--- src/rtl/div_seq_radix2_if.sv ---
// Request/response bundle between the execute-stage ALU and the divider.
// The ALU drives the request side; the divider drives ready/result.
interface div_seq_radix2_if #(
  parameter int WIDTH = 32
);
  logic               start_i;
  logic               annul_i;
  logic               signed_div_i;
  logic [WIDTH-1:0]   opdata1_i;
  logic [WIDTH-1:0]   opdata2_i;
  logic               ready_o;
  logic [2*WIDTH-1:0] result_o;

  modport master (
    output start_i,
    output annul_i,
    output signed_div_i,
    output opdata1_i,
    output opdata2_i,
    input  ready_o,
    input  result_o
  );

  modport slave (
    input  start_i,
    input  annul_i,
    input  signed_div_i,
    input  opdata1_i,
    input  opdata2_i,
    output ready_o,
    output result_o
  );
endinterface

--- src/rtl/div_seq_radix2.sv ---
// Radix-2 restoring divider for DIV/DIVU, one quotient bit per clock.
// result_o = {remainder, quotient}, ready_o is a one-cycle pulse.
module div_seq_radix2 #(
  parameter int WIDTH = 32
) (
  input  logic             clk,
  input  logic             rst,
  input  logic             flush,
  div_seq_radix2_if.slave  bus
);
  localparam int CW = $clog2(WIDTH);

  typedef enum logic [1:0] {
    IDLE,
    BUSY,
    DZERO,
    DONE
  } state_t;

  state_t               state_q;
  logic [CW-1:0]        cnt_q;
  logic [WIDTH-1:0]     rem_q;
  logic [WIDTH-1:0]     quo_q;
  logic [WIDTH-1:0]     div_q;
  logic                 qneg_q;
  logic                 rneg_q;
  logic                 ready_q;
  logic [2*WIDTH-1:0]   result_q;

  logic                 kill;
  logic                 a_neg;
  logic                 b_neg;
  logic [WIDTH-1:0]     a_mag;
  logic [WIDTH-1:0]     b_mag;
  logic [WIDTH:0]       rem_sh;
  logic                 ge;
  logic [WIDTH-1:0]     rem_d;
  logic [WIDTH-1:0]     quo_d;
  logic [WIDTH-1:0]     q_fin;
  logic [WIDTH-1:0]     r_fin;

  assign kill = flush | bus.annul_i;

  always_comb begin
    a_neg = bus.signed_div_i & bus.opdata1_i[WIDTH-1];
    b_neg = bus.signed_div_i & bus.opdata2_i[WIDTH-1];
    a_mag = a_neg ? -bus.opdata1_i : bus.opdata1_i;
    b_mag = b_neg ? -bus.opdata2_i : bus.opdata2_i;
  end

  // rem < divisor always holds, so WIDTH bits suffice after each step
  always_comb begin
    rem_sh = {rem_q, quo_q[WIDTH-1]};
    ge     = rem_sh >= {1'b0, div_q};
    rem_d  = ge ? (rem_sh[WIDTH-1:0] - div_q) : rem_sh[WIDTH-1:0];
    quo_d  = {quo_q[WIDTH-2:0], ge};
    q_fin  = qneg_q ? -quo_d : quo_d;
    r_fin  = rneg_q ? -rem_d : rem_d;
  end

  always_ff @(posedge clk) begin
    if (rst) begin
      state_q  <= IDLE;
      cnt_q    <= '0;
      rem_q    <= '0;
      quo_q    <= '0;
      div_q    <= '0;
      qneg_q   <= 1'b0;
      rneg_q   <= 1'b0;
      ready_q  <= 1'b0;
      result_q <= '0;
    end else begin
      unique case (state_q)
        IDLE: begin
          ready_q <= 1'b0;
          if (bus.start_i && !kill) begin
            if (bus.opdata2_i == '0) begin
              state_q <= DZERO;
            end else begin
              rem_q   <= '0;
              quo_q   <= a_mag;
              div_q   <= b_mag;
              qneg_q  <= a_neg ^ b_neg;
              rneg_q  <= a_neg;
              cnt_q   <= '0;
              state_q <= BUSY;
            end
          end
        end
        BUSY: begin
          if (kill) begin
            ready_q <= 1'b0;
            state_q <= IDLE;
          end else begin
            rem_q <= rem_d;
            quo_q <= quo_d;
            cnt_q <= cnt_q + CW'(1);
            if (cnt_q == CW'(WIDTH - 1)) begin
              result_q <= {r_fin, q_fin};
              ready_q  <= 1'b1;
              state_q  <= DONE;
            end
          end
        end
        DZERO: begin
          if (kill) begin
            ready_q <= 1'b0;
            state_q <= IDLE;
          end else begin
            result_q <= '0;
            ready_q  <= 1'b1;
            state_q  <= DONE;
          end
        end
        DONE: begin
          ready_q <= 1'b0;
          state_q <= IDLE;
        end
        default: begin
          ready_q <= 1'b0;
          state_q <= IDLE;
        end
      endcase
    end
  end

  assign bus.ready_o  = ready_q;
  assign bus.result_o = result_q;
endmodule

--- src/flat_wrapper.sv ---
// flat-port wrapper written by rule: the top's interface ports become plain ports
module div_seq_radix2_flat 
#(
  parameter int WIDTH = 32
)
  (clk, rst, flush, bus_start_i, bus_annul_i, bus_signed_div_i, bus_opdata1_i, bus_opdata2_i, bus_ready_o, bus_result_o);
  div_seq_radix2_if #(.WIDTH(WIDTH)) bus_i ();
  input  logic clk;
  input  logic rst;
  input  logic flush;
  input wire logic [$bits(bus_i.start_i)-1:0] bus_start_i;
  input wire logic [$bits(bus_i.annul_i)-1:0] bus_annul_i;
  input wire logic [$bits(bus_i.signed_div_i)-1:0] bus_signed_div_i;
  input wire logic [$bits(bus_i.opdata1_i)-1:0] bus_opdata1_i;
  input wire logic [$bits(bus_i.opdata2_i)-1:0] bus_opdata2_i;
  output wire logic [$bits(bus_i.ready_o)-1:0] bus_ready_o;
  output wire logic [$bits(bus_i.result_o)-1:0] bus_result_o;
  assign bus_i.start_i = bus_start_i;
  assign bus_i.annul_i = bus_annul_i;
  assign bus_i.signed_div_i = bus_signed_div_i;
  assign bus_i.opdata1_i = bus_opdata1_i;
  assign bus_i.opdata2_i = bus_opdata2_i;
  assign bus_ready_o = bus_i.ready_o;
  assign bus_result_o = bus_i.result_o;
  div_seq_radix2 #(.WIDTH(WIDTH)) u_core (.clk(clk), .rst(rst), .flush(flush), .bus(bus_i));
endmodule
--- config.mk ---
export PLATFORM = sky130hd
export DESIGN_NAME = div_seq_radix2_flat
export DESIGN_NICKNAME = d
export VERILOG_FILES = /design/src/rtl/div_seq_radix2_if.sv /design/src/rtl/div_seq_radix2.sv /design/src/flat_wrapper.sv
export SDC_FILE = /design/constraint.sdc
export NUM_CORES = 1
export LEC_CHECK = 0
export BUFFER_PORTS_ARGS = -buffer_cell sky130_fd_sc_hd__buf_2
export CELL_PAD_IN_SITES_DETAIL_PLACEMENT = 0
export CELL_PAD_IN_SITES_GLOBAL_PLACEMENT = 1
export CORE_MARGIN = 5
export CORE_UTILIZATION = 25
export DETAILED_ROUTE_END_ITERATION = 12
export GPL_TIMING_DRIVEN = 0
export HOLD_SLACK_MARGIN = 0.06
export PLACE_DENSITY = 0.59
export SYNTH_ARGS = -nofsm -noshare
export SYNTH_HDL_FRONTEND = slang
export SYNTH_SLANG_ARGS = --single-unit
--- constraint.sdc ---
create_clock -name clk -period 6.25 [get_ports clk]
set_input_delay 0.625 -clock clk [delete_from_list [all_inputs] [get_ports clk]]
set_output_delay 0.625 -clock clk [all_outputs]
set_load 0.005 [all_outputs]
Word level (Yosys, flattened, before mapping) --
Index checks and enable logic that the tools add are counted.
Operators by class: $add $sub $neg 6, $lt $le $gt $ge 1, equal/unequal tests 10, mux-type cells 31, bitwise logic cells 5, reductions and logical operators 11
Operators by type and width (number):
- 32-bit 2-to-1 mux | 11
- 64-bit 2-to-1 mux | 3
- 32-bit negation | 4
- 32-bit one-hot mux with 2 select lines | 2
- 64-bit one-hot mux with 2 select lines | 1
- 33-bit by 32-bit greater-or-equal comparator with 1-bit output | 1
- 32-bit logical NOT | 1
- 32-bit subtractor | 1
- 5-bit 2-to-1 mux | 3
- 2-bit 2-to-1 mux | 5
- 5-bit one-hot mux with 2 select lines | 1
- 2-bit one-hot mux with 4 select lines | 1
- 4-bit AND reduction | 2
- 2-bit != test (second input constant) | 3
- 5-bit by 1-bit adder with 5-bit output (second input constant) | 1
- 5-bit equality test (second input constant) | 1
- 2-bit equality test (second input constant) | 2
- 2-bit by 1-bit != test with 1-bit output (second input constant) | 2
- 2-bit nonzero test | 2
- 1-bit 2-to-1 mux | 3
- 3-bit by 1-bit != test with 1-bit output (second input constant) | 1
- 1-bit one-hot mux with 3 select lines | 1
- 3-bit AND reduction | 1
- 1-bit AND | 2
- 9 further kinds | 9
Word-level totals: register bits after elaboration 170, bits of input ports 70

Logic depth before layout (Yosys ltp) --
Gate-level depths: netlist (run 1).
depth in word-level cells 7, gate-level depth with buffers 23, depth with buffers taken out 20

Worst setup path before layout (run 1) --
OpenSTA, ideal clock, no wires.
path kind register -> register, start point reg u_core.div_q[3], end point reg u_core.result_q[62] (netlist: u_core.bus.result_o[62]), setup time 0.129 ns, data arrival time 4.361 ns, slack 1.760 ns, stages on the path, launching flop included 23, path buffers 2, clock period less this slack 4.490 ns, cells stage by stage dfxtp_1 inv_1 ha_1 a21o_1 a21oi_1 a211oi_1 o311ai_2 nand2_2 buf_1 clkbuf_1 nor2_1 a21oi_1 inv_1 ha_1 nand3b_1 nor4b_1 nand3_1 o31a_1 a21oi_1 nand4_1 o41ai_1 xor2_1 o21ai_0
On the way: word-level cells in the longest chain between the ends 7, elaborated cells on any way between the ends 8, classes of those cells add/sub (2); order compare (1); mux (5)
RTL lines:
- start: declaration | line div_seq_radix2.sv:24 | logic [WIDTH-1:0] div_q;
- start signal: assignment | line div_seq_radix2.sv:82 | div_q <= b_mag;
- 32-bit subtractor or 33-bit by 32-bit greater-or-equal comparator with 1-bit output (tied branches) | line div_seq_radix2.sv:55, div_seq_radix2.sv:54
- 32-bit 2-to-1 mux (*) | line div_seq_radix2.sv:55 | rem_d = ge ? (rem_sh[WIDTH-1:0] - div_q) : rem_sh[WIDTH-1:0];
- 32-bit negation | line div_seq_radix2.sv:58 | r_fin = rneg_q ? -rem_d : rem_d;
- 32-bit 2-to-1 mux (*) | line div_seq_radix2.sv:58
- 64-bit 2-to-1 mux (*) | line div_seq_radix2.sv:98 | if (cnt_q == CW'(WIDTH - 1)) begin
- 64-bit 2-to-1 mux (*) | line div_seq_radix2.sv:91 | if (kill) begin
- 64-bit one-hot mux with 2 select lines (*) | line div_seq_radix2.sv:73 | unique case (state_q)
- end signal: assignment | line div_seq_radix2.sv:99 | result_q <= {r_fin, q_fin};
- end: declaration | line div_seq_radix2.sv:28 | logic [2*WIDTH-1:0] result_q;
Mark *: on every way between the ends. The rest lies on a longest branch, timed or not. The select of a mux whose other input is x is not followed. A chain may end at the register's enable or synchronous reset.

Worst setup path in the final report (run 1) --
start point reg u_core.rem_q[18], end point reg u_core.result_q[62] (netlist: u_core.bus.result_o[62])
On the way: word-level cells in the longest chain between the ends 7, elaborated cells on any way between the ends 8, classes of those cells add/sub (2); order compare (1); mux (5)
RTL lines:
- start: declaration | line div_seq_radix2.sv:22 | logic [WIDTH-1:0] rem_q;
- start signal: assignment | line div_seq_radix2.sv:95 | rem_q <= rem_d;
- 32-bit subtractor or 33-bit by 32-bit greater-or-equal comparator with 1-bit output (tied branches) | line div_seq_radix2.sv:55, div_seq_radix2.sv:54
- 32-bit 2-to-1 mux (*) | line div_seq_radix2.sv:55
- 32-bit negation | line div_seq_radix2.sv:58
- 32-bit 2-to-1 mux (*) | line div_seq_radix2.sv:58
- 64-bit 2-to-1 mux (*) | line div_seq_radix2.sv:98
- 64-bit 2-to-1 mux (*) | line div_seq_radix2.sv:91
- 64-bit one-hot mux with 2 select lines (*) | line div_seq_radix2.sv:73
Marks and branches as above.

==> summary.txt, run 1 <==
Critical path
  • CP Data Required Time: ~6600 ps
  • Arr. time, crit path: approximately 6300 ps
  • Slowest cell on crit path: o21ai_0
  • Kind of critical path: flop to flop
  • Crit path max fanout: 10
  • Worst path bufs/invs: 4
  • Peak per-stage delay on the critical path: ~470 ps
  • Startpoint Class: flop
  • Crit path cell chain: ha_1 -> clkbuf_1 -> nand2_1 -> o21ai_0 -> a211oi_1 -> o21a_1 -> nand2_2 -> clkbuf_2 -> clkbuf_2 -> a21oi_1 -> inv_1 -> ha_1 -> nand3b_1 -> nor4b_1 -> nand3_1 -> o31a_1 -> a21oi_1 -> nand4_1 -> o41ai_1 -> xor2_1 -> o21ai_0
  • Crit path capture type: flop
  • Cell family with most CP delay: compound AO/OA/AOI/OAI gates

Timing
  • Setup ws final: 268 ps
  • Final hold vios: 0
  • Min cycle time layout: between 5000 and 6000 ps
  • Max-slew violations: 0
  • RSZ-0062 raised after global routing: no
  • Least-Margin Pin Slew: around 1100 ps
  • Tcrit/Tclk final: between 90% and 100%
  • Worst Skew: between 15 and 20 ps
  • Max Clk Rate: 0.167 GHz
  • Final setup vio count: 0
  • Worst slew margin: a little under a quarter

Detailed routing
  • Post-route DRC: 0
  • TritonRoute pass-1 iters: 7
  • Final wirelength: between 40 and 50 mm
  • Via density: 5.18
  • Starting DRC count in detailed routing: between 700 and 800
  • Routed len/inst: 20.0 um
  • Final ANT Viol Nets: 0
  • Routed via count: 12,100

Global route
  • First-pass GRT wire length: between 70 and 80 mm
  • Largest net degree at the start of global routing: 17
  • Vias in the first global route: between 10,000 and 15,000
  • Initial antenna violation count: 1
  • Tot GR Track Use: about 18%
  • GR Overflow Total: 0

Synthesis
  • Post-Syn Instances: about 1,600
  • Mean post-synth cell area: around 7.4 um^2
  • Register area share after synthesis: roughly 29%
  • Post-synthesis net count: between 1,500 and 2,000
  • Mapped Area: approximately 0.012 mm^2
  • Synthesized flop and latch total: 170
  • Number of flops mapped to enable cells by yosys: 0
  • Post-synthesis async set-or-reset flop share: 0%
  • Synth Flop Type: dfxtp_1
  • Synth warn: 0
  • Yosys cell types: 75

Power and ir drop
  • Worst ir drop on vdd: 0.000191 V
  • Cell Pwr Density: around 440 mW/mm^2
  • Total Power: ~5900 uW
  • Pleak: 0.00520 uW

Floorplan
  • Io pins: 135
  • Core area: 0.0456 mm^2
  • Die W: roughly 220 um
  • Die Y: roughly 220 um
  • Area of the die: between 0.05 and 0.06 mm^2
  • FP Rows: 78
  • Starting density of the core: 25.4%

Placed design
  • Placement Setup Slack: -323 ps
  • Cell Area, Placed: between 0.01 and 0.015 mm^2
  • Number of placed instances, taps included: 2,299
  • Placer Congestion: slightly below 0.9
  • Final HPWL DP: between 30 and 40 mm
  • Port-buffer cells: 133

Status
  • Status: complete, no violations

Final layout
  • Share of cells above drive strength 1: between 10% and 20%
  • Layout area overhead: 17.9%
  • Register area: around 0.0034 mm^2
  • Non-Filler Instances: approximately 2,300
  • # fillers: just under 5,000
  • Multi-input logic area: around 0.0075 mm^2
  • Final Instance Area: 0.0136 mm^2
  • Ant diodes: 0
  • Final nets: 1,831
  • Final design utilization: about 30%

Clock tree
  • Root Buffer: clkbuf_16
  • Worst skew pair latency: approximately 470 ps
  • CTS tree: built
  • CTS Buf Count: 17
  • CTS H-tree lvls: 4
  • Post-CTS Hold Buffers: 0
  • Clock transition at the registers of the reported paths: about 70 ps
  • Clock Path Buffers: 2
  • Clock sinks: 170

Flow run
  • Max-cap violation count: 0

Min path
  • Hold crit path type: input port to flop
cells by family after synthesis:
| family | after synthesis | share of synthesized area [%] |
|---|---|---|
| simple gates | 591 | 23.7 |
| compound gates | 459 | 25.3 |
| flops | 170 | 29.5 |
| buf+inv | 154 | 5.48 |
| xor+xnor | 137 | 10.4 |
| fa+ha+maj | 42 | 4.61 |
| mux | 13 | 1.14 |
through the flow:
| stage | setup TNS (ps) | hold slack, ps |
|---|---|---|
| after detailed placement | -492 | 441 |
| after floorplan | 0 | 432 |
| after global placement | -363 | 445 |
| after global routing | 0 | 355 |
| after CTS | 0 | 346 |
| final | 0 | 364 |
cell type report:
cell class                      instances  area share [%]
Clock inverter                         12            1.15
Multi-Input combinational cell       1242            55.4
Timing Repair Buffer                  134            4.94
Buffer                                 93            2.98
Tap cell                              600            5.51
Inverter                               61            1.68
Clock buffer                           20            3.35
Sequential cell                       170            25.0
Yosys cell counts, drive strengths merged (4+ instances only):
library cell  count  area [um^2]
nand2           226          851
dfxtp           170         3400
nor2            159          597
a21oi           137          689
o21ai           107          547
xnor2            89          780
clkbuf           64          241
inv              59          221
xor2             48          420
a22oi            43          323
nand3            43          215
nor3             43          215
ha               41          513
a211oi           37          278
buf              29          163
o31ai            28          210
or3              21          131
o211ai           18          135
or4              16          128
o41ai            15          131
a31oi            14         87.6
nand4            14         87.6
nor4             14          103
mux2i            12          120
a21o              9         67.6
and2              8         50.1
and3              8         50.1
or2               7         43.8
a221oi            6         52.6
nand2b            6         45.0
nor3b             6         45.0
o21a              6         45.0
and4              5         43.8
a22o              4         35.0
nand3b            4         30.0
o22ai             4         25.0
power breakdown:
part           switching, uW  total [uW]  internal [uW]
sequential               109        1330           1220
clock                    516        1140            622
combinational           2410        3470           1060
routing by layer:
layer | track usage, % | up-vias | routed length, um
li1 | - | 5919 | -
met2 | 27.6 | 322 | 20300
met4 | 5.19 | 0 | 953
met1 | 26.2 | 5790 | 23500
met3 | 2.58 | 55 | 2030
met5 | 0 | - | 0
sequential cells by signal, indices dropped and copies added (netlist names):
register             count
u_core.bus.ready_o       1
u_core.bus.result_o     64
u_core.cnt_q             5
u_core.div_q            32
u_core.qneg_q            1
u_core.quo_q            32
u_core.rem_q            32
u_core.rneg_q            1
u_core.state_q           2
repair_timing:
item	in CTS	in global routing
pin swaps	0	1
endpoints found under the hold margin	0	0
setup endpoints to repair	5	5
resized for setup	4	3
setup buffers	0	1
placed cells by master, fill, tap and decap left out, types with 6 or more instances in the layout:
cell type / count
and3_1: 8
a211oi_1: 36
a21o_1: 9
nand4_1: 14
nor3_1: 43
nand3_1: 43
or3_1: 21
nor2_1: 159
o21a_1: 6
a221oi_1: 6
o31ai_1: 28
xor2_1: 48
dfxtp_1: 170
nand2_1: 225
nor4_1: 12
buf_2: 152
or4_1: 14
o41ai_1: 15
o21ai_0: 104
mux2i_1: 12
and2_1: 8
clkbuf_1: 63
a31oi_1: 14
clkbuf_16: 17
inv_1: 58
a22oi_1: 43
a21oi_1: 135
xnor2_1: 89
o211ai_1: 18
ha_1: 41
or2_2: 7
final timing paths:
path | from | to | slack (ps) | cells past startpoint
hold / removal | bus_annul_i | u_core.bus.ready_o$_SDFFE_PP0P_ | 360 | 2
hold reg to reg | u_core.bus.result_o[56]$_SDFFE_PP0P_ | u_core.bus.result_o[56]$_SDFFE_PP0P_ | 450 | 2
setup / recovery | u_core.rem_q[18]$_SDFFE_PP0P_ | u_core.bus.result_o[62]$_SDFFE_PP0P_ | 270 | 21
setup reg to reg | u_core.rem_q[18]$_SDFFE_PP0P_ | u_core.bus.result_o[62]$_SDFFE_PP0P_ | 270 | 21
Power figures use the tool's default switching activity.
==> run 2: changes to the inputs <==
--- a/config.mk
+++ b/config.mk
@@ -10,10 +10,12 @@
 export CELL_PAD_IN_SITES_GLOBAL_PLACEMENT = 1
 export CORE_MARGIN = 5
 export CORE_UTILIZATION = 25
+export CTS_BUF_LIST = sky130_fd_sc_hd__clkbuf_16
 export DETAILED_ROUTE_END_ITERATION = 12
 export GPL_TIMING_DRIVEN = 0
 export HOLD_SLACK_MARGIN = 0.06
-export PLACE_DENSITY = 0.59
+export PLACE_DENSITY = 0.6
+export REMOVE_ABC_BUFFERS = 1
 export SYNTH_ARGS = -nofsm -noshare
 export SYNTH_HDL_FRONTEND = slang
 export SYNTH_SLANG_ARGS = --single-unit
==> constraint.sdc (replaced) <==
create_clock -name clk -period 5.5 [get_ports clk]
set_input_delay 0.55 -clock clk [delete_from_list [all_inputs] [get_ports clk]]
set_output_delay 0.55 -clock clk [all_outputs]
set_load 0.005 [all_outputs]
==> summary.txt, run 2 (synthesis gave the netlist of run 1 again) <==
Status
  • Status: complete, no violations

Placed design
  • Placer Congestion: 0.849
  • Final HPWL DP: 30.3 mm
  • Port-buffer cells: between 100 and 150
  • Cell Area, Placed: approximately 0.013 mm^2

Detailed routing
  • Starting DRC count in detailed routing: 586
  • Routed len/inst: ~18 um
  • Final ANT Viol Nets: 0
  • Routed via count: 11,300
  • Final wirelength: 39.9 mm
  • Via density: 5.02
  • Post-route DRC: 0
  • TritonRoute pass-1 iters: 4

Timing
  • Final setup vio count: 0
  • Tcrit/Tclk final: about 95%
  • Max Clk Rate: roughly 0.19 GHz
  • Min cycle time layout: between 5000 and 6000 ps
  • Worst slew margin: 15.5%
  • Worst Skew: about 24 ps
  • Final hold vios: 0
  • Max-slew violations: 0
  • RSZ-0062 raised after global routing: no
  • Setup TNS: 0 ps
  • Least-Margin Pin Slew: about 1300 ps

Final layout
  • Final nets: approximately 1,700
  • Layout area overhead: 16.4%
  • Final design utilization: about 30%
  • Final Instance Area: about 0.013 mm^2
  • Share of cells above drive strength 1: approximately 12%
  • Commonest non-fill, non-tap cells in the layout: 224 x nand2_1, 170 x dfxtp_1, 158 x nor2_1
  • Commonest non-fill, non-tap cell in the layout: nand2_1
  • Max FFs per register: 64

Critical path
  • Crit path capture type: flop
  • Flop2flop setup slack: 290 ps
  • Crit path max fanout: 35
  • CP Data Required Time: between 5000 and 6000 ps
  • Kind of critical path: flop to flop
  • Startpoint Class: flop
  • Arr. time, crit path: 5550 ps

Power and ir drop
  • Psw: roughly 3200 uW
  • Switching share of power: about half
  • Seq pwr share: a little under a quarter
  • Worst ir drop on vdd: ~0.00028 V
  • Pleak: between 0.005 and 0.006 uW
  • Logic pwr share: between 50% and 60%
  • Int Pwr: 3280 uW
  • Clk pwr share: approximately a fifth
  • Cell Pwr Density: approximately 480 mW/mm^2

Clock tree
  • Worst skew pair latency: 460 ps
  • Root Buffer: clkbuf_16
  • Post-CTS Hold Buffers: 0
  • Clock sinks: 170
  • Clock Path Buffers: 2
  • CTS tree: built
  • Clock transition at the registers of the reported paths: about 80 ps
  • CTS H-tree lvls: 4
  • CTS Buf Count: 17

Global route
  • GR Overflow Total: 0
  • Initial antenna violation count: 1
  • First-pass GRT wire length: approximately 63 mm
  • Vias in the first global route: 11,100
  • Tot GR Track Use: between 15 and 20%
  • Largest net degree at the start of global routing: 114

Floorplan
  • Io pins: between 100 and 150
  • FP Rows: 78
  • Die Y: 225 um
  • Die W: around 220 um
  • Core area: 0.0456 mm^2
  • Area of the die: around 0.05 mm^2
  • Starting density of the core: around 25%

Flow run
  • Max-cap violation count: 0

Min path
  • Hold crit path type: input port to flop
-- run 2: changes by cell type in the layout (fill, tap and decap cells not counted), sizes merged --
cell,change
inv,+1
clkinvlp,+2
clkbuf,-68
diode,+2
buf,-17
-- run 2: cell type report --
class	instances	area, um^2
Clock inverter	15	153
Sequential cell	170	3400
Tap cell	600	751
Multi-Input combinational cell	1242	7600
Clock buffer	17	425
Inverter	61	229
Timing Repair Buffer	145	885
Antenna cell	2	5.00
Fill cell	4963	32100
-- run 2: critical path, cell delays in order (launching register included) --
cell and delay (ps):
dfxtp_1 400, ha_1 470, and4_1 380, nand3_1 170, a211oi_2 460, o311ai_4 220
nand2_8 300, mux2i_1 340, ha_1 330, nand3b_1 200, nor4b_1 390, nand3_1 130
o31a_1 220, a21oi_1 220, nand4_1 260, o41ai_2 340, xor2_1 170, o21ai_0 80
-- run 2: routing by layer --
| metal | share of wire (%) | track usage [%] | vias to the layer above | routed length, um |
|---|---|---|---|---|
| met2 | 46 | 25.1 | 206 | 18200 |
| met5 | 0 | 0 | - | 0 |
| met4 | 2.3 | 4.83 | 0 | 906 |
| li1 | - | - | 5749 | - |
| met3 | 3.8 | 2.51 | 38 | 1530 |
| met1 | 48 | 21.5 | 5310 | 19300 |
-- run 2: timing repair --
| item | 4_1_cts | 5_1_grt |
|---|---|---|
| resized for setup | 3 | 9 |
| pin swaps | 1 | 0 |
| setup endpoints to repair | 30 | 13 |
| setup buffers | 1 | 0 |
-- run 2: worst paths after layout --
check / startpoint / endpoint / depth (start not counted)
max: u_core.rem_q[11]$_SDFFE_PP0P_ / u_core.bus.result_o[62]$_SDFFE_PP0P_ / 17
min: flush / u_core.bus.ready_o$_SDFFE_PP0P_ / 2
max reg2reg: u_core.rem_q[11]$_SDFFE_PP0P_ / u_core.bus.result_o[62]$_SDFFE_PP0P_ / 17
min reg2reg: u_core.bus.result_o[61]$_SDFFE_PP0P_ / u_core.bus.result_o[61]$_SDFFE_PP0P_ / 2
-- run 2: stage by stage --
step	hold WS, ps	instances	power (uW)	worst slack (ps)
2_1_floorplan	426	1473	3890	414
3_3_place_gp	434	2207	5050	-3660
3_5_place_dp	439	2217	5190	-717
4_1_cts	246	2250	6470	6.03
5_1_grt	276	2251	6960	29.9
6_report	277	2252	6480	285
-- run 2: power groups by stage --
stage               clock network (uW)  logic, uW  registers (uW)
CTS                               1270       3710            1490
global placement                     0       3530            1520
floorplan                            0       2390            1500
detailed placement                   0       3670            1520
global route                      1330       4120            1510
finish                            1230       3760            1490
==> run 3: changes to the inputs <==
--- a/config.mk
+++ b/config.mk
@@ -14,7 +14,7 @@
 export DETAILED_ROUTE_END_ITERATION = 12
 export GPL_TIMING_DRIVEN = 0
 export HOLD_SLACK_MARGIN = 0.06
-export PLACE_DENSITY = 0.6
+export PLACE_DENSITY_LB_ADDON = 0.1
 export REMOVE_ABC_BUFFERS = 1
 export SYNTH_ARGS = -nofsm -noshare
 export SYNTH_HDL_FRONTEND = slang
==> summary.txt, run 3 (synthesis gave the netlist of run 1 again) <==
Status
  • Status: complete, no violations

Floorplan
  • Die Y: about 220 um
  • FP Rows: just under 80
  • Area of the die: around 0.05 mm^2
  • Die W: 225 um
  • Core area: about 0.046 mm^2
  • Starting density of the core: 25.4%
  • Io pins: about 140

Power and ir drop
  • Pleak: 0.00514 uW
  • Psw: 3310 uW
  • Logic pwr share: about 59%
  • Worst ir drop on vdd: 0.000310 V
  • Switching share of power: 50.2%
  • Seq pwr share: between 20% and 30%
  • Int Pwr: around 3300 uW
  • Clk pwr share: 18.5%
  • Cell Pwr Density: roughly 490 mW/mm^2

Timing
  • Hold slack: 276 ps
  • Final setup vio count: 0
  • Setup TNS: 0 ps
  • Tcrit/Tclk final: a little over nine tenths
  • Min cycle time layout: between 5000 and 6000 ps
  • Final hold vios: 0
  • Setup ws final: 350 ps
  • Worst slew margin: 12.6%
  • RSZ-0062 raised after global routing: no
  • Worst Skew: about 12 ps
  • Max Clk Rate: just under 0.2 GHz
  • Least-Margin Pin Slew: about 1300 ps
  • Max-slew violations: 0

Final layout
  • Final nets: about 1,800
  • Commonest non-fill, non-tap cell in the layout: nand2_1
  • # fillers: ~5,000
  • Final Instance Area: 0.0135 mm^2
  • Ant diodes: 0
  • Commonest non-fill, non-tap cells in the layout: 224 x nand2_1, 170 x dfxtp_1, 158 x nor2_1
  • Layout area overhead: 17.0%
  • Max FFs per register: 64
  • Non-Filler Instances: 2,253
  • Share of cells above drive strength 1: 12.6%

Clock tree
  • CTS Buf Count: 17
  • Clock Path Buffers: 2
  • Clock transition at the registers of the reported paths: roughly 70 ps
  • CTS tree: built
  • Clock sinks: 170
  • Worst skew pair latency: about 460 ps
  • CTS H-tree lvls: 4
  • Root Buffer: clkbuf_16
  • Post-CTS Hold Buffers: 0

Detailed routing
  • Post-route DRC: 0
  • Final wirelength: approximately 43 mm
  • Starting DRC count in detailed routing: about 670
  • Routed len/inst: 18.9 um
  • TritonRoute pass-1 iters: 5
  • Final ANT Viol Nets: 0
  • Via density: a little over 5
  • Routed via count: approximately 11,000

Critical path
  • Crit path cell chain: ha_1 -> and4_1 -> nand3_1 -> a211oi_4 -> o311ai_4 -> buf_12 -> nand2_8 -> mux2i_1 -> ha_1 -> nand3b_1 -> nor4b_1 -> nand3_1 -> o31a_1 -> a21oi_1 -> nand4_1 -> o41ai_2 -> xor2_1 -> o21ai_0
  • Worst path bufs/invs: 1
  • Startpoint Class: flop
  • Arr. time, crit path: 5470 ps
  • CP Data Required Time: roughly 5800 ps
  • Cell family with most CP delay: simple AND/OR/NAND/NOR gates
  • Kind of critical path: flop to flop
  • Crit path capture type: flop
  • Peak per-stage delay on the critical path: 470 ps
  • Slowest cell on crit path: ha_1
  • Crit path max fanout: 18

Global route
  • Tot GR Track Use: approximately 17%
  • GR Overflow Total: 0
  • Vias in the first global route: between 10,000 and 15,000
  • Initial antenna violation count: 0
  • Largest net degree at the start of global routing: a little over 90
  • First-pass GRT wire length: between 60 and 70 mm

Min path
  • Hold crit path type: input port to flop

Placed design
  • Placement Setup Slack: -756 ps
  • Cell Area, Placed: 0.0128 mm^2
  • Placer Congestion: around 0.78
  • Number of placed instances, taps included: between 2,000 and 2,500
  • Port-buffer cells: roughly 130
  • Final HPWL DP: 31.8 mm

Flow run
  • Max-cap violation count: 0
-- run 3: changes by cell type in the layout (fill, tap and decap cells not counted), sizes merged --
cell,before,now
bufinv,2,1
inv,64,63
clkinv,7,9
diode,2,0
buf,145,147
nand2,226,227
-- run 3: power groups by stage --
stage | logic (uW) | clock network (uW) | registers, uW
after floorplan | 2390 | 0 | 1500
after global placement | 3640 | 0 | 1520
after detailed placement | 3770 | 0 | 1520
after CTS | 3810 | 1270 | 1490
after global routing | 4290 | 1310 | 1510
final | 3880 | 1220 | 1490
-- run 3: final cells by class --
cell class                      count  area (um^2)  share of cell area, %
Timing Repair Buffer              147          935                   6.91
Multi-Input combinational cell   1243         7650                   56.6
Inverter                           61          229                   1.69
Clock buffer                       17          425                   3.15
Tap cell                          600          751                   5.55
Sequential cell                   170         3400                   25.2
Clock inverter                     15          128                  0.944
-- run 3: routing by layer --
layer | wire length [um] | share of wire [%] | vias up | track usage, %
li1 | - | - | 5767 | -
met1 | 20600 | 48 | 5394 | 22.9
met2 | 20300 | 48 | 147 | 27.6
met3 | 1390 | 3.3 | 15 | 2.72
met4 | 253 | 0.59 | 0 | 2.71
met5 | 0 | 0 | - | 0
-- run 3: repair_timing --
action,4_1_cts,5_1_grt
pin swaps,1,2
cloned,0,1
setup buffers,1,2
endpoints found under the setup margin,32,12
gates resized for setup,4,12
-- run 3: per-stage QoR --
stage                     utilization (%)  total power (uW)
after floorplan                         -              3890
after global placement               27.6              5160
after detailed placement             28.1              5290
after CTS                            29.4              6570
after global routing                 29.7              7110
final                                29.7              6590
-- run 3: final timing paths --
path / startpoint / to / slack (ps) / depth (start not counted)
hold reg to reg: u_core.bus.result_o[61]$_SDFFE_PP0P_ / u_core.bus.result_o[61]$_SDFFE_PP0P_ / 440 / 2
hold / removal: bus_annul_i / u_core.bus.ready_o$_SDFFE_PP0P_ / 280 / 2
setup reg to reg: u_core.rem_q[12]$_SDFFE_PP0P_ / u_core.bus.result_o[62]$_SDFFE_PP0P_ / 350 / 18
setup / recovery: u_core.rem_q[12]$_SDFFE_PP0P_ / u_core.bus.result_o[62]$_SDFFE_PP0P_ / 350 / 18
